`config.mk`:
```
export PLATFORM = sky130hd
export DESIGN_NAME = pwm_capture
export DESIGN_NICKNAME = d
export VERILOG_FILES = /design/src/rtl/pwm_capture.sv
export SDC_FILE = /design/constraint.sdc
export NUM_CORES = 1
export LEC_CHECK = 0
export CORE_ASPECT_RATIO = 1.75
export CORE_UTILIZATION = 29
export DETAILED_ROUTE_END_ITERATION = 10
export GPL_ROUTABILITY_DRIVEN = 0
export SKIP_CTS_REPAIR_TIMING = 1
export SLEW_MARGIN = 15
export SYNTH_ARGS = -nofsm -noshare
export SYNTH_HDL_FRONTEND = slang
export SYNTH_SLANG_ARGS = --single-unit
```
`constraint.sdc`:
```
create_clock -name clk -period 5.25 [get_ports clk]
set_input_delay 0.525 -clock clk [delete_from_list [all_inputs] [get_ports clk]]
set_output_delay 0.525 -clock clk [all_outputs]
set_load 0.01 [all_outputs]
```
`src/rtl/pwm_capture.sv`:
```
// Measures high/low durations of a PWM input and streams each completed period
// to a byte-wide FIFO as a 64-bit word {low_cnt, high_cnt}, most significant byte first.
module pwm_capture #(
    parameter int unsigned COUNTER_WIDTH  = 32,
    parameter int unsigned PWM_DATAWIDTH  = 64,
    parameter int unsigned PWM_FIFO_WIDTH = 8
) (
    input  logic                      clk,
    input  logic                      rst,
    input  logic                      capture_en,
    input  logic                      PWM_in,
    input  logic                      full,
    output logic                      write,
    output logic [PWM_FIFO_WIDTH-1:0] o_data,
    output logic                      overrun,
    input  logic                      clear_overrun
);

    localparam int unsigned HALF   = PWM_DATAWIDTH / 2;
    localparam int unsigned NBYTES = PWM_DATAWIDTH / PWM_FIFO_WIDTH;
    localparam int unsigned IDXW   = (NBYTES > 1) ? $clog2(NBYTES) : 1;

    localparam logic [COUNTER_WIDTH-1:0] CNT_MAX  = '1;
    localparam logic [COUNTER_WIDTH-1:0] CNT_ONE  = COUNTER_WIDTH'(1);
    localparam logic [IDXW-1:0]          IDX_LAST = IDXW'(NBYTES - 1);

    typedef enum logic [1:0] {StWaitRise, StMeasHigh, StMeasLow} meas_state_t;
    typedef enum logic       {StIdle, StSend} ser_state_t;

    logic                     sync1_q, sync_q, prev_q;
    logic                     rise, fall, post;
    meas_state_t              meas_state_q;
    ser_state_t               ser_state_q;
    logic [COUNTER_WIDTH-1:0] high_cnt_q, low_cnt_q;
    logic [PWM_DATAWIDTH-1:0] meas_word, word_q;
    logic [IDXW-1:0]          idx_q;

    function automatic logic [PWM_FIFO_WIDTH-1:0] byte_sel(input logic [PWM_DATAWIDTH-1:0] w,
                                                           input int unsigned i);
        logic [PWM_DATAWIDTH-1:0] sh;
        sh = w << (PWM_FIFO_WIDTH * i);
        return sh[PWM_DATAWIDTH-1 -: PWM_FIFO_WIDTH];
    endfunction

    always_ff @(posedge clk or posedge rst) begin
        if (rst) begin
            sync1_q <= 1'b0;
            sync_q  <= 1'b0;
            prev_q  <= 1'b0;
        end else begin
            sync1_q <= PWM_in;
            sync_q  <= sync1_q;
            prev_q  <= sync_q;
        end
    end

    assign rise      = sync_q & ~prev_q;
    assign fall      = ~sync_q & prev_q;
    assign post      = capture_en & (meas_state_q == StMeasLow) & rise;
    assign meas_word = {HALF'(low_cnt_q), HALF'(high_cnt_q)};

    // The edge cycle itself counts as the first cycle of the new level.
    always_ff @(posedge clk or posedge rst) begin
        if (rst) begin
            meas_state_q <= StWaitRise;
            high_cnt_q   <= '0;
            low_cnt_q    <= '0;
        end else if (!capture_en) begin
            meas_state_q <= StWaitRise;
            high_cnt_q   <= '0;
            low_cnt_q    <= '0;
        end else begin
            case (meas_state_q)
                StWaitRise: begin
                    if (rise) begin
                        high_cnt_q   <= CNT_ONE;
                        meas_state_q <= StMeasHigh;
                    end
                end
                StMeasHigh: begin
                    if (fall) begin
                        low_cnt_q    <= CNT_ONE;
                        meas_state_q <= StMeasLow;
                    end else if (sync_q && high_cnt_q != CNT_MAX) begin
                        high_cnt_q <= high_cnt_q + CNT_ONE;
                    end
                end
                StMeasLow: begin
                    if (rise) begin
                        high_cnt_q   <= CNT_ONE;
                        meas_state_q <= StMeasHigh;
                    end else if (!sync_q && low_cnt_q != CNT_MAX) begin
                        low_cnt_q <= low_cnt_q + CNT_ONE;
                    end
                end
                default: meas_state_q <= StWaitRise;
            endcase
        end
    end

    assign write = (ser_state_q == StSend) & ~full;

    // o_data is loaded one byte ahead so it always shows the byte at idx_q.
    always_ff @(posedge clk or posedge rst) begin
        if (rst) begin
            ser_state_q <= StIdle;
            idx_q       <= '0;
            word_q      <= '0;
            o_data      <= '0;
            overrun     <= 1'b0;
        end else begin
            case (ser_state_q)
                StIdle: begin
                    if (post) begin
                        word_q      <= meas_word;
                        idx_q       <= '0;
                        o_data      <= byte_sel(meas_word, 0);
                        ser_state_q <= StSend;
                    end
                end
                StSend: begin
                    if (!full) begin
                        if (idx_q == IDX_LAST) begin
                            ser_state_q <= StIdle;
                        end else begin
                            idx_q  <= idx_q + IDXW'(1);
                            o_data <= byte_sel(word_q, int'(idx_q) + 1);
                        end
                    end
                end
                default: ser_state_q <= StIdle;
            endcase

            if (post && ser_state_q == StSend) begin
                overrun <= 1'b1;
            end else if (clear_overrun) begin
                overrun <= 1'b0;
            end
        end
    end

endmodule
```
==> out/metrics.csv, run 1 <==
metric,value,unit
mapped cell area,7330,µm²
Die Footprint,26000,µm²
top cell type's share of synthesized area,49.8,%
CP Data Arrival Time,3760,ps
Die X,122,µm
number of hold violations in the final report,0,
syn avg cell area,10.9,µm²
Worst Hold Depth,0,
"Min Clock Period, post-route",3510,ps
library cells used by synthesis,57,
yosys warns,0,
grt ovf,0,
R2R Path Start,low_cnt_q[0]$_DFFE_PP0P_,
top sig layer,met4,
Post-synth ARST share,100,%
RR Endpoint,low_cnt_q[26]$_DFFE_PP0P_,
leading area contributor after synthesis,dfrtp_1,
synth-to-layout area growth,14.1,%
initial antenna violation count,0,
Initial Utilization,29.7,%
share of layout cells above drive strength 1,18.8,%
R2R depth,8,
"commonest cells after routing, fill and taps aside","dfrtp_1, mux2_2, o21ai_0, nand2_1, nand3_1",
1st-iter DRT viols,290,
WP data required,5510,ps
final worst slack,1740,ps
met3 WL,411,µm
Yosys reg bits,146,
row cnt,76,
largest net degree at the start of global routing,83,
layout net count,684,
max cap viols,0,
CTS tree,built,
routed wire length,19300,µm
CTS H-tree lvls,4,
Final Cycle Share,66.8,%
drt drc,0,
DP Wirelength,14000,µm
Syn Inst Count,675,
RSZ-0062 raised after global routing,false,
Min-Delay Path Class,reg2reg,
Overall Global Routing Usage,15.9,%
fmax,285,MHz
PD cells,348,nW/µm²
slew margin rel.,24.6,%
CTS root buf,clkbuf_16,
antenna cells,0,
maximum vdd drop,0.182,mV
post-DR wirelength/cell,19.3,µm
placed cell areas,7750,µm²
Reg2Reg Setup Slack,1740,ps
Finished Cell Area,8370,µm²
Critical Path Sink Type,flop,
"Max FO, Critical Path",39,
Die H,212,µm
leakage,3.59,nW
"most common cell after layout, fill and taps aside",dfrtp_1,
outcome,"finished, final reports clean",
Vias,5426,
Hold Path Sink,sync_q$_DFF_PP0_,
CTS sink count,146,
total power draw,0.00291,W
Max clock buf depth,2,
Top Ports,16,
IO buf count,15,
register area share after synthesis,49.8,%
"Clk Latency, worst-skew pair",420,ps
Main synth FF type,dfrtp_1,
Final setup viols,0,
CTS Buf Count,17,
Setup crit start kind,flop,
global-route wire length before repair,30600,µm
core region area,24700,µm²
pin slew with the least headroom to its limit,1130,ps
number of flops mapped to enable cells by yosys,0,
Clock Skew,9.76,ps
routed wl met2,10700,µm
WHS,356,ps
Mapped Nets,685,
antenna-violating nets left,0,
routed metal-1 wirelength,6850,µm
critical path type,reg2reg,
Via density,5.43,
router iterations before antenna repair,4,
post-route setup TNS,0,ps
Worst-path clk slew,60,ps
hold path start,sync1_q$_DFF_PP0_,
pre-CTS WS,1600,ps
vias in the first global route,5424,
pins over their slew limit,0,
ranking of synthesized cells by area,"dfrtp_1, mux2_2, mux4_2, o21ai_0, o31ai_1",
routing by layer:
layer / track usage [%] / up-vias
met2: 29.5 / 130
met3: 2.01 / 53
met4: 11.7 / 0
met1: 15.8 / 2710
li1: - / 2533
met5: 0 / -
cells in the mapped netlist (all sizes together), types with 2 or more instances:
master,count
ha,4
nor2b,2
a41oi,2
nand2,53
and2,12
dfrtp,146
o21a,9
mux2,64
nand2b,6
nor3,8
a21oi,19
or3,3
inv,19
mux2i,10
a31oi,14
o31ai,36
o21ai,67
o221ai,8
nor2,29
mux4,16
and4,5
o41ai,10
nor4,7
o22ai,2
or4,4
clkbuf,19
buf,23
and3,15
or2,2
nand4,11
nand3,37
o211ai,2
critical path, stage by stage, from the launching register on:
cell	delay [ps]
dfrtp_1	410
ha_1	240
and4_4	270
nand4bb_1	390
nor3_4	390
a21o_1	150
buf_4	330
nand2b_1	920
o21ai_0	220
flip-flops by register name (all words and copies together) (netlist names):
register,flops
sync1_q,1
word_q,64
high_cnt_q,32
overrun,1
ser_state_q,1
prev_q,1
o_data,8
idx_q,3
sync_q,1
meas_state_q,2
low_cnt_q,32
power by group:
part | internal [W] | total (W) | switching [W]
clock network | 0.000776 | 0.00126 | 0.000483
registers | 0.00117 | 0.00122 | 0.0000440
logic | 0.000196 | 0.000431 | 0.000235
stage by stage:
stage / instances / utilization [%]
floorplan: 675 / -
detailed placement: 967 / 31.3
global route: 999 / 33.8
global placement: 967 / 31.3
CTS: 999 / 33.8
finish: 999 / 33.8
cells by family after synthesis:
group | count (synthesis) | share of synthesized area (%)
adder cells (fa/ha/maj) | 4 | 0.683
flip-flops | 146 | 49.8
buffers and inverters | 61 | 3.74
AO/OA/AOI/OAI | 174 | 15.0
AND/OR/NAND/NOR | 200 | 14.7
multiplexers | 90 | 16.1
final cells by class:
type / count / area, µm²
well taps: 312 / 390
fillers: 2466 / 16400
flip-flops and latches: 146 / 3650
inverters: 19 / 76.3
multi-input cells: 468 / 3420
repair buffers: 22 / 215
clock inverters: 11 / 154
clock buffers: 21 / 460
worst max-delay path by stage:
| stage | startpoint | end | slack [ps] | depth (start not counted) |
|---|---|---|---|---|
| 4_1_cts | low_cnt_q[0]$_DFFE_PP0P_ | low_cnt_q[26]$_DFFE_PP0P_ | 1760 | 8 |
| 5_1_grt | low_cnt_q[0]$_DFFE_PP0P_ | low_cnt_q[23]$_DFFE_PP0P_ | 1470 | 8 |
| 3_5_place_dp | capture_en | low_cnt_q[26]$_DFFE_PP0P_ | 1600 | 7 |
| 2_1_floorplan | rst | high_cnt_q[0]$_DFFE_PP0P_ | 800 | 1 |
| 3_3_place_gp | capture_en | low_cnt_q[23]$_DFFE_PP0P_ | 1570 | 7 |
| 6_report | low_cnt_q[0]$_DFFE_PP0P_ | low_cnt_q[26]$_DFFE_PP0P_ | 1740 | 8 |
No activity file was read; power rests on OpenSTA's default activity.
==> run 2, diff against run 1 <==
- clock period: 5.25 -> 3.4 ns (I/O delays scaled with it)
==> out/metrics.csv, run 2 (same netlist as run 1, synthesis figures left out) <==
metric,value,unit,change
outcome,"finished, final reports clean",,
Clock Skew,7.78,ps,-1.98 ps
routed wire length,19600,µm,+1.7%
"Max FO, Critical Path",26,,-33%
pre-CTS WS,710,ps,-886 ps
core region area,24700,µm²,unchanged
Reg2Reg Setup Slack,770,ps,-970 ps
share of layout cells above drive strength 1,20.6,%,+1.8 points
Top Ports,16,,unchanged
Finished Layout Cells,1015,,+1.6%
initial antenna violation count,0,,unchanged
Min-Delay Path Class,in2async,,
RSZ-0062 raised after global routing,false,,
grt ovf,0,,unchanged
WP data required,3720,ps,-1790 ps
"most common cell after layout, fill and taps aside",dfrtp_1,,
antenna cells,0,,unchanged
post-route setup TNS,0,ps,unchanged
CTS sink count,146,,unchanged
antenna-violating nets left,0,,unchanged
row cnt,76,,unchanged
largest net degree at the start of global routing,61,,-27%
CTS root buf,clkbuf_16,,
slew margin rel.,48.5,%,+24 points
critical path type,reg2reg,,
final worst slack,769,ps,-974 ps
Overall Global Routing Usage,16.5,%,+0.62 points
Initial Utilization,29.7,%,unchanged
layout net count,700,,+2.3%
router iterations before antenna repair,5,,+1
R2R depth,8,,unchanged
max reg flops,64,,unchanged
Die H,212,µm,unchanged
Max clock buf depth,2,,unchanged
max cap viols,0,,unchanged
R2R Path Start,meas_state_q[0]$_DFFE_PP0P_,,
CTS H-tree lvls,4,,unchanged
"Clk Latency, worst-skew pair",430,ps,about the same
CP Data Arrival Time,2950,ps,-810 ps
global-route wire length before repair,32000,µm,+4.6%
CTS Buf Count,17,,unchanged
Setup crit start kind,flop,,
synth-to-layout area growth,15.8,%,
Crit. Startpoint,meas_state_q[0]$_DFFE_PP0P_,,
placed cell areas,7880,µm²,+1.7%
Die Footprint,26000,µm²,unchanged
fmax,380,MHz,+33%
PD cells,535,nW/µm²,+54%
1st-iter DRT viols,257,,-11%
Regs by FF count,"word_q x64, high_cnt_q x32, low_cnt_q x32",,
DP Wirelength,14300,µm,+2.2%
post-DR wirelength/cell,19.3,µm,+0.13%
Worst-path clk slew,60,ps,about the same
CTS tree,built,,
pin slew with the least headroom to its limit,762,ps,-369 ps
RR Endpoint,low_cnt_q[21]$_DFFE_PP0P_,,
IO buf count,15,,unchanged
Critical Path Sink Type,flop,,
total power draw,0.00454,W,+56%
pins over their slew limit,0,,unchanged
vias in the first global route,5686,,+4.8%
drt drc,0,,unchanged
most flop-heavy register,word_q,,
Die X,122,µm,unchanged
Final Cycle Share,77.4,%,+11 points
Final setup viols,0,,unchanged
"Min Clock Period, post-route",2630,ps,-876 ps
maximum vdd drop,0.266,mV,+46%
"commonest cells after routing, fill and taps aside","dfrtp_1, mux2_2, o21ai_0, nand2_1, nand3_1",,
number of hold violations in the final report,0,,unchanged
Vias,5496,,+1.3%
leakage,3.68,nW,+2.5%
Via density,5.41,,-0.31%
cell count after placement,983,,+1.7%
Finished Cell Area,8490,µm²,+1.5%
run 2: how the worst max path moves through the flow:
stage	end	slack (ps)	cells after the start
after floorplan	low_cnt_q[15]$_DFFE_PP0P_	1200	11
after global placement	low_cnt_q[26]$_DFFE_PP0P_	760	8
after detailed placement	low_cnt_q[21]$_DFFE_PP0P_	710	8
after CTS	low_cnt_q[21]$_DFFE_PP0P_	740	8
after global routing	low_cnt_q[21]$_DFFE_PP0P_	560	8
final	low_cnt_q[21]$_DFFE_PP0P_	770	8
run 2: layout make-up:
cell class / instances / area, µm²
fill: 2483 / 16200
sequential: 146 / 3650
multi-input combinational: 468 / 3410
clock buffer: 20 / 457
tap: 312 / 390
timing repair buffer: 38 / 348
clock inverter: 12 / 154
inverter: 19 / 75.1
run 2: where the power goes:
| group | internal (W) | switching (W) |
|---|---|---|
| Clock | 0.00119 | 0.000747 |
| Combinational | 0.000329 | 0.000391 |
| Sequential | 0.00181 | 0.0000674 |
run 2: layer usage:
| metal | track usage, % | up-vias | wire length [µm] |
|---|---|---|---|
| met2 | 29.3 | 118 | 10700 |
| met1 | 17.0 | 2759 | 7150 |
| met3 | 3.25 | 56 | 500 |
| li1 | - | 2563 | - |
| met4 | 12.0 | 0 | 1270 |
| met5 | 0 | - | 0 |
run 2: worst max-delay path, cell delays in order, from the launching register on:
cell and delay [ps]:
dfrtp_1 480, nand3b_1 120, o21ai_0 540, a21oi_1 210, a21o_1 220, buf_4 190, nand2b_1 150, buf_4 230
o41ai_1 370
run 2: through the flow:
step,util [%],hold slack [ps]
5_1_grt,34.3,294
6_report,34.3,268
3_5_place_dp,31.9,346
2_1_floorplan,-,331
3_3_place_gp,31.9,338
4_1_cts,34.3,270
==> run 3, diff against run 2 <==
- clock period: 3.4 -> 2.7 ns (I/O delays scaled with it)
==> out/metrics.csv, run 3 (same netlist as run 1, synthesis figures left out) <==
metric,value,unit,change
Die X,122,µm,unchanged
post-DR wirelength/cell,19.4,µm,+0.22%
Vias,5588,,+1.7%
max cap viols,0,,unchanged
Die Footprint,26000,µm²,unchanged
DP Wirelength,14500,µm,+1.4%
"Clk Latency, worst-skew pair",430,ps,about the same
post-route setup TNS,0,ps,unchanged
maximum vdd drop,0.343,mV,+29%
hold path start,PWM_in,,
Top Ports,16,,unchanged
"Max FO, Critical Path",26,,unchanged
pre-CTS WS,363,ps,-346 ps
fmax,430,MHz,+13%
R2R Path Start,low_cnt_q[0]$_DFFE_PP0P_,,
pins over their slew limit,0,,unchanged
critical path type,reg2reg,,
Setup crit start kind,flop,,
"commonest cells after routing, fill and taps aside","dfrtp_1, mux2_2, o21ai_0, nand2_1, nand3_1",,
final worst slack,373,ps,-395 ps
share of layout cells above drive strength 1,22.3,%,+1.7 points
Min-Delay Path Class,in2reg,,
Die H,212,µm,unchanged
Clock Skew,12.4,ps,+4.63 ps
router iterations before antenna repair,5,,unchanged
antenna-violating nets left,0,,unchanged
vias in the first global route,5677,,-0.16%
PD cells,660,nW/µm²,+23%
CTS H-tree lvls,4,,unchanged
"most common cell after layout, fill and taps aside",dfrtp_1,,
RR Endpoint,low_cnt_q[21]$_DFFE_PP0P_,,
CTS tree,built,,
initial antenna violation count,0,,unchanged
"Min Clock Period, post-route",2330,ps,-305 ps
Max clock buf depth,2,,unchanged
Critical Path Sink Type,flop,,
Worst Hold Depth,1,,
row cnt,76,,unchanged
global-route wire length before repair,31800,µm,-0.60%
Initial Utilization,29.7,%,unchanged
outcome,"finished, final reports clean",,
Overall Global Routing Usage,16.5,%,about the same
RSZ-0062 raised after global routing,false,,
pin slew with the least headroom to its limit,635,ps,-127 ps
WP data required,3000,ps,-720 ps
most flop-heavy register,word_q,,
drt drc,0,,unchanged
Final setup viols,0,,unchanged
CTS Buf Count,17,,unchanged
Register Area,3650,µm²,unchanged
Final Cycle Share,86.2,%,+8.8 points
CP Data Arrival Time,2620,ps,-330 ps
CTS sink count,146,,unchanged
largest net degree at the start of global routing,85,,+39%
grt ovf,0,,unchanged
number of hold violations in the final report,0,,unchanged
Via density,5.43,,+0.29%
Fill cells,2461,,-0.89%
Worst-path clk slew,60,ps,about the same
Regs by FF count,"word_q x64, high_cnt_q x32, low_cnt_q x32",,
core region area,24700,µm²,unchanged
1st-iter DRT viols,238,,-7.4%
max reg flops,64,,unchanged
leakage,3.77,nW,+2.5%
IO buf count,15,,unchanged
layout net count,715,,+2.1%
multi-input logic area,3410,µm²,unchanged
CTS root buf,clkbuf_16,,
R2R depth,8,,unchanged
synth-to-layout area growth,17.5,%,
antenna cells,0,,unchanged
slew margin rel.,57.7,%,+9.2 points
routed wire length,19900,µm,+1.6%
Hold Path Sink,sync1_q$_DFF_PP0_,,
Reg2Reg Setup Slack,370,ps,-400 ps
==> run 3: stage by stage <==
| stage | util (%) | power, W | hold slack (ps) | std cells | instance area [µm²] |
|---|---|---|---|---|---|
| 2_1_floorplan | - | 0.00296 | 301 | 675 | 7340 |
| 6_report | 34.8 | 0.00568 | 289 | 1029 | 8610 |
| 3_5_place_dp | 32.4 | 0.00335 | 337 | 998 | 8020 |
| 5_1_grt | 34.8 | 0.00592 | 287 | 1029 | 8610 |
| 3_3_place_gp | 32.4 | 0.00333 | 339 | 998 | 8020 |
| 4_1_cts | 34.8 | 0.00577 | 274 | 1029 | 8610 |
==> run 3: worst max path at each step <==
stage / startpoint / endpoint / slack (ps) / depth (start not counted)
after global placement: capture_en / low_cnt_q[23]$_DFFE_PP0P_ / 380 / 7
after CTS: low_cnt_q[0]$_DFFE_PP0P_ / low_cnt_q[23]$_DFFE_PP0P_ / 360 / 8
after detailed placement: low_cnt_q[0]$_DFFE_PP0P_ / low_cnt_q[23]$_DFFE_PP0P_ / 360 / 8
after global routing: low_cnt_q[0]$_DFFE_PP0P_ / low_cnt_q[17]$_DFFE_PP0P_ / 220 / 8
final: low_cnt_q[0]$_DFFE_PP0P_ / low_cnt_q[21]$_DFFE_PP0P_ / 370 / 8
after floorplan: low_cnt_q[0]$_DFFE_PP0P_ / low_cnt_q[15]$_DFFE_PP0P_ / 500 / 11
==> run 3: routing by layer <==
layer | global-route usage (%) | vias up | routed length [µm]
met3 | 2.20 | 59 | 479
met1 | 16.8 | 2809 | 6940
li1 | - | 2594 | -
met4 | 11.9 | 0 | 1210
met2 | 30.3 | 126 | 11300
met5 | 0 | - | 0
==> run 3: layout make-up <==
type                       count  area share (%)
tap                          312            4.53
timing repair buffer          53            5.64
clock buffer                  18            5.10
sequential                   146            42.4
multi-input combinational    468            39.6
clock inverter                13            1.84
inverter                      19           0.871
==> run 3: critical path, cell delays in order, from the launching register on <==
cell and delay, ps:
dfrtp_1 420, ha_1 240, and4_4 270, nand4bb_1 210
nor3_4 300, a21o_1 200, nand2b_1 110, buf_4 300
o41ai_1 130
==> run 3: power breakdown <==
part	total, W	internal [W]	switching [W]
sequential	0.00237	0.00228	0.0000829
combinational	0.000917	0.000434	0.000483
clock	0.00240	0.00147	0.000929
total	0.00568	0.00419	0.00149
==> patch 1 (config.mk and constraints of run 3) <==
The 3 states of `meas_state_t` get a one-hot encoding in 3 bits.
--- a/src/rtl/pwm_capture.sv
+++ b/src/rtl/pwm_capture.sv
@@ -25,5 +25,5 @@
     localparam logic [IDXW-1:0]          IDX_LAST = IDXW'(NBYTES - 1);
 
-    typedef enum logic [1:0] {StWaitRise, StMeasHigh, StMeasLow} meas_state_t;
+    typedef enum logic [2:0] {StWaitRise = 3'b001, StMeasHigh = 3'b010, StMeasLow = 3'b100} meas_state_t;
     typedef enum logic       {StIdle, StSend} ser_state_t;
 
Behaviour: no difference found for any inputs over 10 cycles, from zero or initial values and one cycle with rst high; not proved beyond that.
==> patch 1 against run 3 <==
- cell count increased by 7.5%
- synthesized area grew 5.0%
- cell area rose by 6.1%
- sequential cell count increased by 1
- wire length is 13% higher
- critical path depth down 1
- setup slack worse by 0.23 ns
Power is not compared: it rests on default switching activity, and its combinational part moved more than twofold at a synthesized area within 25%.
==> patch 1: results (changes against run 3) <==
[final_layout]
fin_nets=782  ; +9.4%
largestRegisters=word_q (64), high_cnt_q (32), low_cnt_q (32)
drive_gt1_frac=0.242  ; +0.0189

[placed_design]
hpwlAfterDp_mm=16.7  ; +15%
dp_slack_ns=-0.0241  ; -0.388 ns
place_area_mm2=0.00855  ; +6.6%
dp.cells=1073  ; +7.5%

[critical_path]
critical_path.max_fanout=6  ; -77%
arrival_ns=2.86  ; +0.24 ns
rr_worst_depth=7  ; -1

[hold_path]
hp-class=in -> async

[routing]
dr.pass1.iters=4  ; -1
finalWirelength_mm=22.5  ; +13%
avgViaCountPerCell=5.71  ; +5.2%
drtIter0Drc=401  ; +68%
vias=6317  ; +13%

[synth]
syn-instance-count=730  ; +8.1%
yosys-top-cells-area=dfrtp_1 47%, mux2_2 9.2%, mux4_2 4.7%
syn-num-nets=740  ; +8.0%
synth-seq-area-share=0.478  ; -0.0203
ys_types=74  ; +30%
synthTopCellsByCount=146 x dfrtp_1, 64 x nand2_1, 63 x mux2_2

[run_status]
status=finished clean

[timing]
worst_pin_slew_ns=0.566  ; -0.0695 ns
fin_skew_ns=0.0114  ; -0.00104 ns

[global_routing]
antenna_found_initial=1  ; +1
grt_max_degree=56  ; -34%
grt_pass1_wl_mm=35.6  ; +12%
grt.total_usage=0.172  ; +0.00715

## patch 1: layout make-up
cell class / count / area, um2
Clock buffer: 18 / 439
Timing Repair Buffer: 76 / 646
Clock inverter: 14 / 153
Sequential cell: 147 / 3680
Tap cell: 320 / 400
Fill cell: 2594 / 16800
Multi-Input combinational cell: 512 / 3750
Inverter: 18 / 71.3
Antenna cell: 1 / 2.50
## patch 1: routing by layer
metal	vias up	wire length, um	part of all wire	GRT usage
met5	-	0	0	0
met4	0	2110	0.094	0.174
met3	87	679	0.030	0.0240
met2	200	12000	0.53	0.318
met1	3169	7700	0.34	0.158
li1	2861	-	-	-
## patch 1: logic make-up (layout without fill, tap and decap cells)
group	after synthesis	after routing	share of synthesized area
other	0	1	0
AND/OR/NAND/NOR	237	237	0.166
adder cells (fa/ha/maj)	4	4	0.00650
flip-flops	147	147	0.478
buffers and inverters	71	126	0.0385
multiplexers	84	84	0.146
AO/OA/AOI/OAI	186	186	0.164
XOR/XNOR	1	1	0.00114
## patch 1: critical path, stage by stage, from the launching register on
cell and delay [ns]:
dfrtp_1 0.44, ha_1 0.26, nand3_1 0.16, or3_1 0.45, buf_4 0.20, or4_1 0.55
a211oi_1 0.28, o21bai_1 0.10
## patch 1: worst paths after layout
path	slack, ns	from	endpoint
hold reg to reg	0.35	sync1_q	sync_q
setup / recovery	0.14	high_cnt_q[0]	high_cnt_q[28]
min in group clk	0.29	PWM_in	sync1_q
hold / removal	0.24	rst	word_q[21]
max in group asynchronous	1.76	rst	meas_state_q[0]
setup reg to reg	0.14	high_cnt_q[0]	high_cnt_q[28]
## patch 1: where the power goes
group          switching, mW  internal, mW
Clock                  0.973          1.40
Sequential           0.00995          2.21
Combinational          0.123        0.0584
==> patch 2 (settings of run 3) <==
Made on the original files. Set the parameter `PWM_FIFO_WIDTH` to 4 (it was 8).
--- a/src/rtl/pwm_capture.sv
+++ b/src/rtl/pwm_capture.sv
@@ -4,5 +4,5 @@
     parameter int unsigned COUNTER_WIDTH  = 32,
     parameter int unsigned PWM_DATAWIDTH  = 64,
-    parameter int unsigned PWM_FIFO_WIDTH = 8
+    parameter int unsigned PWM_FIFO_WIDTH = 4
 ) (
     input  logic                      clk,
Interface: changed (resized o_data); port bits go from 16 to 12. No check against the original RTL was run, so the function may have changed too.
==> patch 2 against run 3 <==
- worst hold slack worse by 0.0042 ns
- cell area up 0.31%
- synthesized area up 0.19%
- global-route usage down 0.45 points
- sequential cell count down 3
- wire length down 2.6%
- setup slack worse by 0.053 ns
- largest power group unchanged
- power down 5.3%
==> patch 2: results (changes against run 3) <==
[run_status]
status=finished clean

[critical_path]
arrival_ns=2.69  ; +0.07 ns
critical_path.max_fanout=8  ; -69%

[routing]
wl_met1_mm=7.30  ; +5.2%
dr.pass1.iters=4  ; -1
vias=5578  ; -0.18%
wl_met2_mm=11.0  ; -2.7%
wl_met3_um=542  ; +13%

[final_layout]
fill_cells=2428  ; -1.3%
multi_input_gates=461  ; -1.5%
inv_count=20  ; +1
buffers_excl_clock=50  ; -5.7%
drive_gt1_frac=0.244  ; +0.0205
fin_nets=702  ; -1.8%
nClkBuffers=19  ; +1
buffer_area_frac=0.0524  ; -0.00394
seq-cell-share=0.414  ; -0.00998
final_core_util=0.349  ; +0.00106

[synth]
syn-instance-count=662  ; -1.9%
muxShareOfSynthArea=0.168  ; +0.00685
ys_types=66  ; +16%
synthTopCellsByCount=143 x dfrtp_1, 63 x mux2_2, 49 x a31oi_1
yosys-top-cells-area=dfrtp_1 49%, mux2_2 9.7%, mux4_2 6.1%
synth-seq-area-share=0.487  ; -0.0112
synth_compound_area_frac=0.148  ; -0.00232
synthXorXnorAreaFrac=0.00358  ; +0.00358
synth_fa_ha_area_frac=0.00511  ; -0.00172

[power]
leakage_nw=3.64  ; -3.3%
ir_drop_v=0.000452  ; +32%

[global_routing]
grt.total_usage=0.161  ; -0.00445
grt_pass1_wl_mm=31.5  ; -0.87%
grtUsageMet2=0.301  ; -0.00174
met1_usage=0.171  ; +0.00303
grt_pass1_vias=5670  ; -0.12%
met3_usage=0.0271  ; +0.00510
grt_max_degree=116  ; +36%

[placed_design]
port_buffers=11  ; -4
dp_slack_ns=0.327  ; -0.0367 ns
place_area_mm2=0.00803  ; +0.11%
hpwlAfterDp_mm=14.2  ; -2.1%
dp.cells=986  ; -1.2%

[timing]
worst_pin_slew_ns=0.683  ; +0.0480 ns

-- patch 2: path summary, 6_finish.rpt --
| check | start | end | slack (ns) | cells past startpoint |
|---|---|---|---|---|
| worst max-delay path | high_cnt_q[1] | high_cnt_q[17] | 0.32 | 7 |
| worst min-delay path | PWM_in | sync1_q | 0.29 | 1 |
| worst max register to register | high_cnt_q[1] | high_cnt_q[17] | 0.32 | 7 |
| worst min register to register | sync1_q | sync_q | 0.35 | 0 |
| max in group asynchronous | rst | prev_q | 1.80 | 3 |
| min in group asynchronous | rst | word_q[46] | 0.34 | 3 |
-- patch 2: report_power, final --
part | leakage [nW] | internal [mW] | switching, mW
logic | 1.38 | 0.302 | 0.361
registers | 1.97 | 2.21 | 0.0687
clock network | 0.295 | 1.50 | 0.937
total | 3.64 | 4.01 | 1.37
-- patch 2: worst max-delay path: stages, from the launching register on --
cell and delay (ns):
dfrtp_1 0.45, ha_1 0.25, nand4_1 0.17, or3_4 0.46
o31ai_2 0.46, buf_4 0.25, nor3_1 0.06, a21o_1 0.15
